<file path="config.mk">
export PLATFORM = sky130hd
export DESIGN_NAME = drum_spi_master_flat
export DESIGN_NICKNAME = d
export VERILOG_FILES = /design/src/rtl/drum_spi_pkg.sv /design/src/rtl/drum_spi_master_if.sv /design/src/rtl/sync2.sv /design/src/rtl/drum_spi_master.sv /design/src/flat_wrapper.sv
export SDC_FILE = /design/constraint.sdc
export NUM_CORES = 1
export LEC_CHECK = 0
export BUFFER_PORTS_ARGS = -buffer_cell sky130_fd_sc_hd__buf_2
export CAP_MARGIN = 20
export CORE_MARGIN = 8
export CORE_UTILIZATION = 30
export DETAILED_ROUTE_END_ITERATION = 6
export HOLD_SLACK_MARGIN = 0.02
export REMOVE_ABC_BUFFERS = 1
export SETUP_SLACK_MARGIN = 0.05
export SLEW_MARGIN = 15
export SYNTH_ARGS = -nofsm -noshare
export SYNTH_HDL_FRONTEND = slang
export SYNTH_SLANG_ARGS = --single-unit
</file>
<file path="constraint.sdc">
create_clock -name clk -period 3.38 [get_ports clk]
set_clock_uncertainty 0.1 [all_clocks]
set_input_delay 0.507 -clock clk [delete_from_list [all_inputs] [get_ports clk]]
set_output_delay 0.507 -clock clk [all_outputs]
set_load 0.05 [all_outputs]
</file>
<file path="src/rtl/drum_spi_pkg.sv">
// Shared types and constants for the drum-pad SPI receive master.
package drum_spi_pkg;

  typedef enum logic [2:0] {
    ST_IDLE,
    ST_SCK_LOW,
    ST_SCK_HIGH,
    ST_ACK,
    ST_WAIT_RELEASE,
    ST_HOLD
  } state_e;

  localparam int unsigned DRUM_CODE_W     = 4;
  localparam int unsigned DRUM_MAX_CODE   = 7;
  localparam int unsigned DEF_CLK_DIV     = 4;
  localparam int unsigned DEF_ACK_TIMEOUT = 1024;

  // A received byte is a drum command only when it encodes 0..DRUM_MAX_CODE.
  function automatic logic is_valid_code(input logic [7:0] b);
    return b <= 8'(DRUM_MAX_CODE);
  endfunction

endpackage

</file>
<file path="src/rtl/drum_spi_master_if.sv">
// SPI link to the drum slave plus the command hand-off to the consumer.
interface drum_spi_master_if;

  logic                                 sck;
  logic                                 sdo;
  logic                                 sdi;
  logic                                 load;
  logic                                 done;
  logic                                 cmd_valid;
  logic                                 cmd_ready;
  logic [drum_spi_pkg::DRUM_CODE_W-1:0] cmd_code;
  logic                                 cmd_error;

  modport master (
    output sck, sdo, load, cmd_valid, cmd_code, cmd_error,
    input  sdi, done, cmd_ready
  );

  modport slave (
    input  sck, sdo, load, cmd_valid, cmd_code, cmd_error,
    output sdi, done, cmd_ready
  );

endinterface

</file>
<file path="src/rtl/sync2.sv">
// Two-flop synchroniser for a single asynchronous input bit.
module sync2 (
  input  logic clk,
  input  logic reset,
  input  logic i_d,
  output logic o_q
);

  logic r_meta;
  logic r_sync;

  // Resample the asynchronous input twice before anyone uses it.
  always_ff @(posedge clk) begin
    // NOTE: sequential state uses non-blocking assignments so both flops
    // sample their pre-edge values; blocking here would collapse the chain.
    if (reset) begin
      r_meta <= 1'b0;
      r_sync <= 1'b0;
    end else begin
      r_meta <= i_d;
      r_sync <= r_meta;
    end
  end

  assign o_q = r_sync;

endmodule

</file>
<file path="src/rtl/drum_spi_master.sv">
// SPI master that pulls one byte per slave "done" request, acknowledges it
// with "load", and presents valid drum codes on a valid/ready interface.
module drum_spi_master
  import drum_spi_pkg::*;
#(
  parameter int unsigned CLK_DIV     = DEF_CLK_DIV,
  parameter int unsigned ACK_TIMEOUT = DEF_ACK_TIMEOUT
) (
  input  logic              clk,
  input  logic              reset,
  drum_spi_master_if.master bus
);

  localparam int unsigned     TO_W     = $clog2(ACK_TIMEOUT) + 1;
  localparam logic [7:0]      DIV_LAST = 8'(CLK_DIV - 1);
  localparam logic [TO_W-1:0] TO_LAST  = TO_W'(ACK_TIMEOUT - 1);

  state_e                 r_state;
  state_e                 w_state_nxt;
  logic [7:0]             r_div_cnt;
  logic [2:0]             r_bit_cnt;
  logic [TO_W-1:0]        r_to_cnt;
  logic [7:0]             r_shift;
  logic                   r_cmd_valid;
  logic [DRUM_CODE_W-1:0] r_cmd_code;
  logic                   r_cmd_error;

  logic w_sdi_s;
  logic w_done_s;
  logic w_div_last;
  logic w_shift_en;
  logic w_timeout;
  logic w_start;

  sync2 u_sync_sdi (
    .clk   (clk),
    .reset (reset),
    .i_d   (bus.sdi),
    .o_q   (w_sdi_s)
  );

  sync2 u_sync_done (
    .clk   (clk),
    .reset (reset),
    .i_d   (bus.done),
    .o_q   (w_done_s)
  );

  assign w_div_last = (r_div_cnt == DIV_LAST);

  // State register.
  always_ff @(posedge clk) begin
    if (reset) r_state <= ST_IDLE;
    else       r_state <= w_state_nxt;
  end

  // Next-state logic and per-cycle strobes for the datapath.
  always_comb begin
    // NOTE: every output of this block gets a default first so no path
    // through the case leaves one unassigned and infers a latch.
    w_state_nxt = r_state;
    w_shift_en  = 1'b0;
    w_timeout   = 1'b0;
    w_start     = 1'b0;
    unique case (r_state)
      ST_IDLE: begin
        // A pending command blocks the next transfer (backpressure).
        if (w_done_s && !r_cmd_valid) begin
          w_start     = 1'b1;
          w_state_nxt = ST_SCK_LOW;
        end
      end
      ST_SCK_LOW: begin
        if (w_div_last) w_state_nxt = ST_SCK_HIGH;
      end
      ST_SCK_HIGH: begin
        // Sample once, right after the rising edge; the slave changed sdi
        // after the previous falling edge, so it has had a full low phase.
        w_shift_en = (r_div_cnt == 8'd0);
        if (w_div_last) w_state_nxt = (r_bit_cnt == 3'd7) ? ST_ACK : ST_SCK_LOW;
      end
      ST_ACK: begin
        w_state_nxt = ST_WAIT_RELEASE;
      end
      ST_WAIT_RELEASE: begin
        if (!w_done_s) begin
          w_state_nxt = ST_HOLD;
        end else if (r_to_cnt == TO_LAST) begin
          w_timeout   = 1'b1;
          w_state_nxt = ST_IDLE;
        end
      end
      ST_HOLD: begin
        w_state_nxt = ST_IDLE;
      end
      default: begin
        w_state_nxt = ST_IDLE;
      end
    endcase
  end

  // Timing counters and the MSB-first receive shift register.
  always_ff @(posedge clk) begin
    if (reset) begin
      r_div_cnt <= '0;
      r_bit_cnt <= '0;
      r_to_cnt  <= '0;
      r_shift   <= '0;
    end else begin
      if (w_state_nxt != r_state) r_div_cnt <= '0;
      else if (r_state == ST_SCK_LOW || r_state == ST_SCK_HIGH) r_div_cnt <= r_div_cnt + 8'd1;

      if (w_start) r_bit_cnt <= '0;
      else if (r_state == ST_SCK_HIGH && w_div_last) r_bit_cnt <= r_bit_cnt + 3'd1;

      if (r_state == ST_WAIT_RELEASE) r_to_cnt <= r_to_cnt + 1'b1;
      else                            r_to_cnt <= '0;

      if (w_shift_en) r_shift <= {r_shift[6:0], w_sdi_s};
    end
  end

  // Command hand-off and the one-cycle error pulse.
  always_ff @(posedge clk) begin
    if (reset) begin
      r_cmd_valid <= 1'b0;
      r_cmd_code  <= '0;
      r_cmd_error <= 1'b0;
    end else begin
      r_cmd_error <= w_timeout || (r_state == ST_HOLD && !is_valid_code(r_shift));
      if (r_state == ST_HOLD && is_valid_code(r_shift)) begin
        r_cmd_valid <= 1'b1;
        r_cmd_code  <= r_shift[DRUM_CODE_W-1:0];
      end else if (r_cmd_valid && bus.cmd_ready) begin
        r_cmd_valid <= 1'b0;
      end
    end
  end

  assign bus.sck       = (r_state == ST_SCK_HIGH);
  assign bus.load      = (r_state == ST_ACK) || (r_state == ST_WAIT_RELEASE);
  assign bus.sdo       = 1'b0;
  assign bus.cmd_valid = r_cmd_valid;
  assign bus.cmd_code  = r_cmd_code;
  assign bus.cmd_error = r_cmd_error;

endmodule

</file>
<file path="src/flat_wrapper.sv">
// flat-port wrapper written by rule: the top's interface ports become plain ports
module drum_spi_master_flat import drum_spi_pkg::*;
#(
  parameter int unsigned CLK_DIV     = DEF_CLK_DIV,
  parameter int unsigned ACK_TIMEOUT = DEF_ACK_TIMEOUT
)
  (clk, reset, bus_sck, bus_sdo, bus_load, bus_cmd_valid, bus_cmd_code, bus_cmd_error, bus_sdi, bus_done, bus_cmd_ready);
  drum_spi_master_if bus_i ();
  input  logic clk;
  input  logic reset;
  output wire logic [$bits(bus_i.sck)-1:0] bus_sck;
  output wire logic [$bits(bus_i.sdo)-1:0] bus_sdo;
  output wire logic [$bits(bus_i.load)-1:0] bus_load;
  output wire logic [$bits(bus_i.cmd_valid)-1:0] bus_cmd_valid;
  output wire logic [$bits(bus_i.cmd_code)-1:0] bus_cmd_code;
  output wire logic [$bits(bus_i.cmd_error)-1:0] bus_cmd_error;
  input wire logic [$bits(bus_i.sdi)-1:0] bus_sdi;
  input wire logic [$bits(bus_i.done)-1:0] bus_done;
  input wire logic [$bits(bus_i.cmd_ready)-1:0] bus_cmd_ready;
  assign bus_sck = bus_i.sck;
  assign bus_sdo = bus_i.sdo;
  assign bus_load = bus_i.load;
  assign bus_cmd_valid = bus_i.cmd_valid;
  assign bus_cmd_code = bus_i.cmd_code;
  assign bus_cmd_error = bus_i.cmd_error;
  assign bus_i.sdi = bus_sdi;
  assign bus_i.done = bus_done;
  assign bus_i.cmd_ready = bus_cmd_ready;
  drum_spi_master #(.CLK_DIV(CLK_DIV), .ACK_TIMEOUT(ACK_TIMEOUT)) u_core (.clk(clk), .reset(reset), .bus(bus_i));
endmodule
</file>
==> flow_summary.json <==
{
  "clock_tree_from_tritoncts": "done",
  "max_ir_drop_vdd_v": 0.000289,
  "report.final.setup_viol": 0,
  "cts_inserted_buffers": 5,
  "grt.total_usage_pct": 8.07,
  "async_reset_ff_share_pct": 0,
  "core_area_sq_um": 6310,
  "setup.worst_path.start": "u_core.r_state[2]$_SDFF_PP0_",
  "synth_top_area_share_pct": 44.2,
  "most_frequent_cell_after_synthesis": "dfxtp_1",
  "via_count": 1410,
  "outcome": "finished clean",
  "maxCapViolations": 0,
  "crit_required_ps": 2770,
  "fmax_mhz": 412,
  "worst_slack_ps": 955,
  "clock-root-buffer": "clkbuf_8",
  "drt-wirelength-per-cell_um": 11.7,
  "syn_area_sq_um": 1950,
  "synth.top_cells.by_count": "dfxtp_1 (43), nor2_1 (26), mux2i_1 (13)",
  "top_area_cells_in_the_synthesized_netlist": "dfxtp_1 (44%), mux2i_1 (6.7%), nor2_1 (5.0%)",
  "ys.warnings.count": 0,
  "final_max_slew_viol_count": 0,
  "row_count": 29,
  "holdCritPathClass": "in -> reg",
  "antenna_cells": 0,
  "clk_path_buf_depth": 2,
  "hold_path_start": "bus_sdi",
  "clock_tree.htree_level_count": 2,
  "post-dp-hpwl_mm": 2.42,
  "finalWirelength_mm": 3.45,
  "pwr_density_cell_nw_per_um2": 460,
  "placement.cell_area_sq_um": 2060,
  "worstSetupPathType": "reg -> out",
  "worstSetupStartpointType": "flop",
  "floorplan.die.width_um": 96.5,
  "tightestPinTransition_ps": 601,
  "finalNetCount": 228,
  "cts_hold_buffers": 0,
  "grt_overflow": 0,
  "dieHeight_um": 96.5,
  "cp_max_fo": 19,
  "synth.yosys.seq_area_share_pct": 44.2,
  "power_total_mw": 1.01,
  "dieArea_sq_um": 9320,
  "synth_area_leader_cell": "dfxtp_1",
  "drc": 0,
  "timing.critical_path.arrival_ps": 1820,
  "endpoint_kind": "primary output",
  "drive_gt1_share_pct": 11.0,
  "synthFlopType": "dfxtp_1",
  "areaGrowthSynthToFinish_pct": 12.9,
  "vias_per_cell": 4.76,
  "timing.max_slew.rel_slack_pct": 59.6,
  "synth-seq-cells": 43,
  "cts-resized-gates": 0,
  "dp_cells": 288,
  "final_cycle_utilization_of_the_critical_path_pct": 71.7,
  "synth_enable_flop_cells": 0,
  "finish.cell_count_without_fillers": 296,
  "rsz0062_at_grt": "false",
  "antenna_found_initial": 0,
  "post-cts-setup-buffer-count": 0,
  "number_of_placed_i_o_pins": 14,
  "ys_types": 43,
  "clock_sink_count": 43,
  "clk-insertion-delay-late_ps": 290,
  "drtIter0Drc": 72,
  "gp_routability_congestion": 0.721,
  "grt_pass1_wl_mm": 5.97,
  "placement.io_buffers": 12,
  "period_minus_slack_ps": 2430,
  "netlist_instances": 208,
  "leakagePower_nw": 0.815,
  "first_global_vias": 1356,
  "drt.antenna.violating_nets": 0,
  "placement.setup.worst_slack_ps": 1260,
  "tns_ps": 0,
  "finalCoreUtilization_pct": 34.8,
  "syn_avg_cell_area_sq_um": 9.35,
  "grt_start_max_net_pins": 25,
  "hold_ws_ps": 328,
  "clock_transition_at_the_register_clock_pins_on_the_worst_setup_and_hold_paths_after_cts_ps": 80,
  "finalInstanceArea_sq_um": 2200,
  "number_of_failing_hold_endpoints_at_the_final_stage": 0,
  "initial_core_util_pct": 30.8,
  "rr_startpoint": "u_core.r_state[2]$_SDFF_PP0_",
  "drt_pass1_iterations": 4
}
## flip-flops by register name, indices dropped and copies added (netlist names)
name                       count
u_core.r_bit_cnt               3
u_core.u_sync_sdi.o_q          1
u_core.r_state                 3
u_core.r_shift                 8
u_core.r_div_cnt               8
u_core.u_sync_done.r_meta      1
u_core.bus.cmd_valid           1
u_core.r_to_cnt               11
u_core.u_sync_done.o_q         1
u_core.u_sync_sdi.r_meta       1
u_core.bus.cmd_error           1
u_core.bus.cmd_code            4
## layout make-up
| type | instances | area, sq um |
|---|---|---|
| Clock inverter | 2 | 60.1 |
| Fill cell | 652 | 4120 |
| Sequential cell | 43 | 861 |
| Clock buffer | 6 | 72.6 |
| Multi-Input combinational cell | 151 | 1020 |
| Tap cell | 77 | 96.3 |
| Timing Repair Buffer | 13 | 67.6 |
| Inverter | 4 | 15.0 |
## routing by layer
metal | share of wire (%) | up-vias | GRT usage [%] | wire, um
met3 | 4.3 | 5 | 1.78 | 150
met2 | 41 | 27 | 11.9 | 1410
met4 | 2.0 | 0 | 4.54 | 68
met1 | 53 | 633 | 10.6 | 1820
li1 | - | 745 | - | -
met5 | 0 | - | 0 | 0
## logic make-up (layout without fill, tap and decap cells)
group                    after synthesis  in the layout  synth area share [%]
multiplexers                          13             13                  6.69
buffers and inverters                 14             25                  3.15
flip-flops                            43             43                  44.2
XOR/XNOR                              16             16                  7.20
AND/OR/NAND/NOR                       94             94                  27.5
other                                  1              1                 0.193
AO/OA/AOI/OAI                         22             22                  7.78
adder cells (fa/ha/maj)                5              5                  3.22
## critical path: stages (launching register included)
cell	delay [ps]
dfxtp_1	700
nand2b_1	210
o21ai_0	290
buf_2	320
## power breakdown
part	total [mW]	leakage (nW)	internal [mW]	switching, mW
Clock	0.466	0.0654	0.295	0.170
Combinational	0.0307	0.402	0.0110	0.0197
Sequential	0.514	0.347	0.510	0.00428
Total	1.01	0.815	0.816	0.194
## worst paths after layout
path / endpoint / slack, ps / cells after the start
setup / recovery: bus_load / 950 / 3
hold / removal: u_core.u_sync_sdi.r_meta$_SDFF_PP0_ / 330 / 2
setup reg to reg: u_core.r_div_cnt[7]$_SDFFE_PP0P_ / 1460 / 4
hold reg to reg: u_core.r_to_cnt[0]$_SDFF_PP0_ / 340 / 1
## placed cells by master, fill, tap and decap left out, types with 5 or more instances in the layout
| master | Yosys | layout |
|---|---|---|
| xnor2_1 | 10 | 10 |
| dfxtp_1 | 43 | 43 |
| xor2_1 | 6 | 6 |
| nand3_1 | 6 | 6 |
| clkbuf_8 | 0 | 5 |
| nand2_1 | 9 | 9 |
| mux2i_1 | 13 | 13 |
| nor3_1 | 11 | 11 |
| buf_2 | 1 | 12 |
| nor2_1 | 26 | 26 |
| nor2b_1 | 6 | 6 |
| ha_1 | 5 | 5 |
| o21ai_0 | 5 | 5 |
| a21oi_1 | 7 | 7 |
Note: power is estimated with default switching activity, not from simulation.
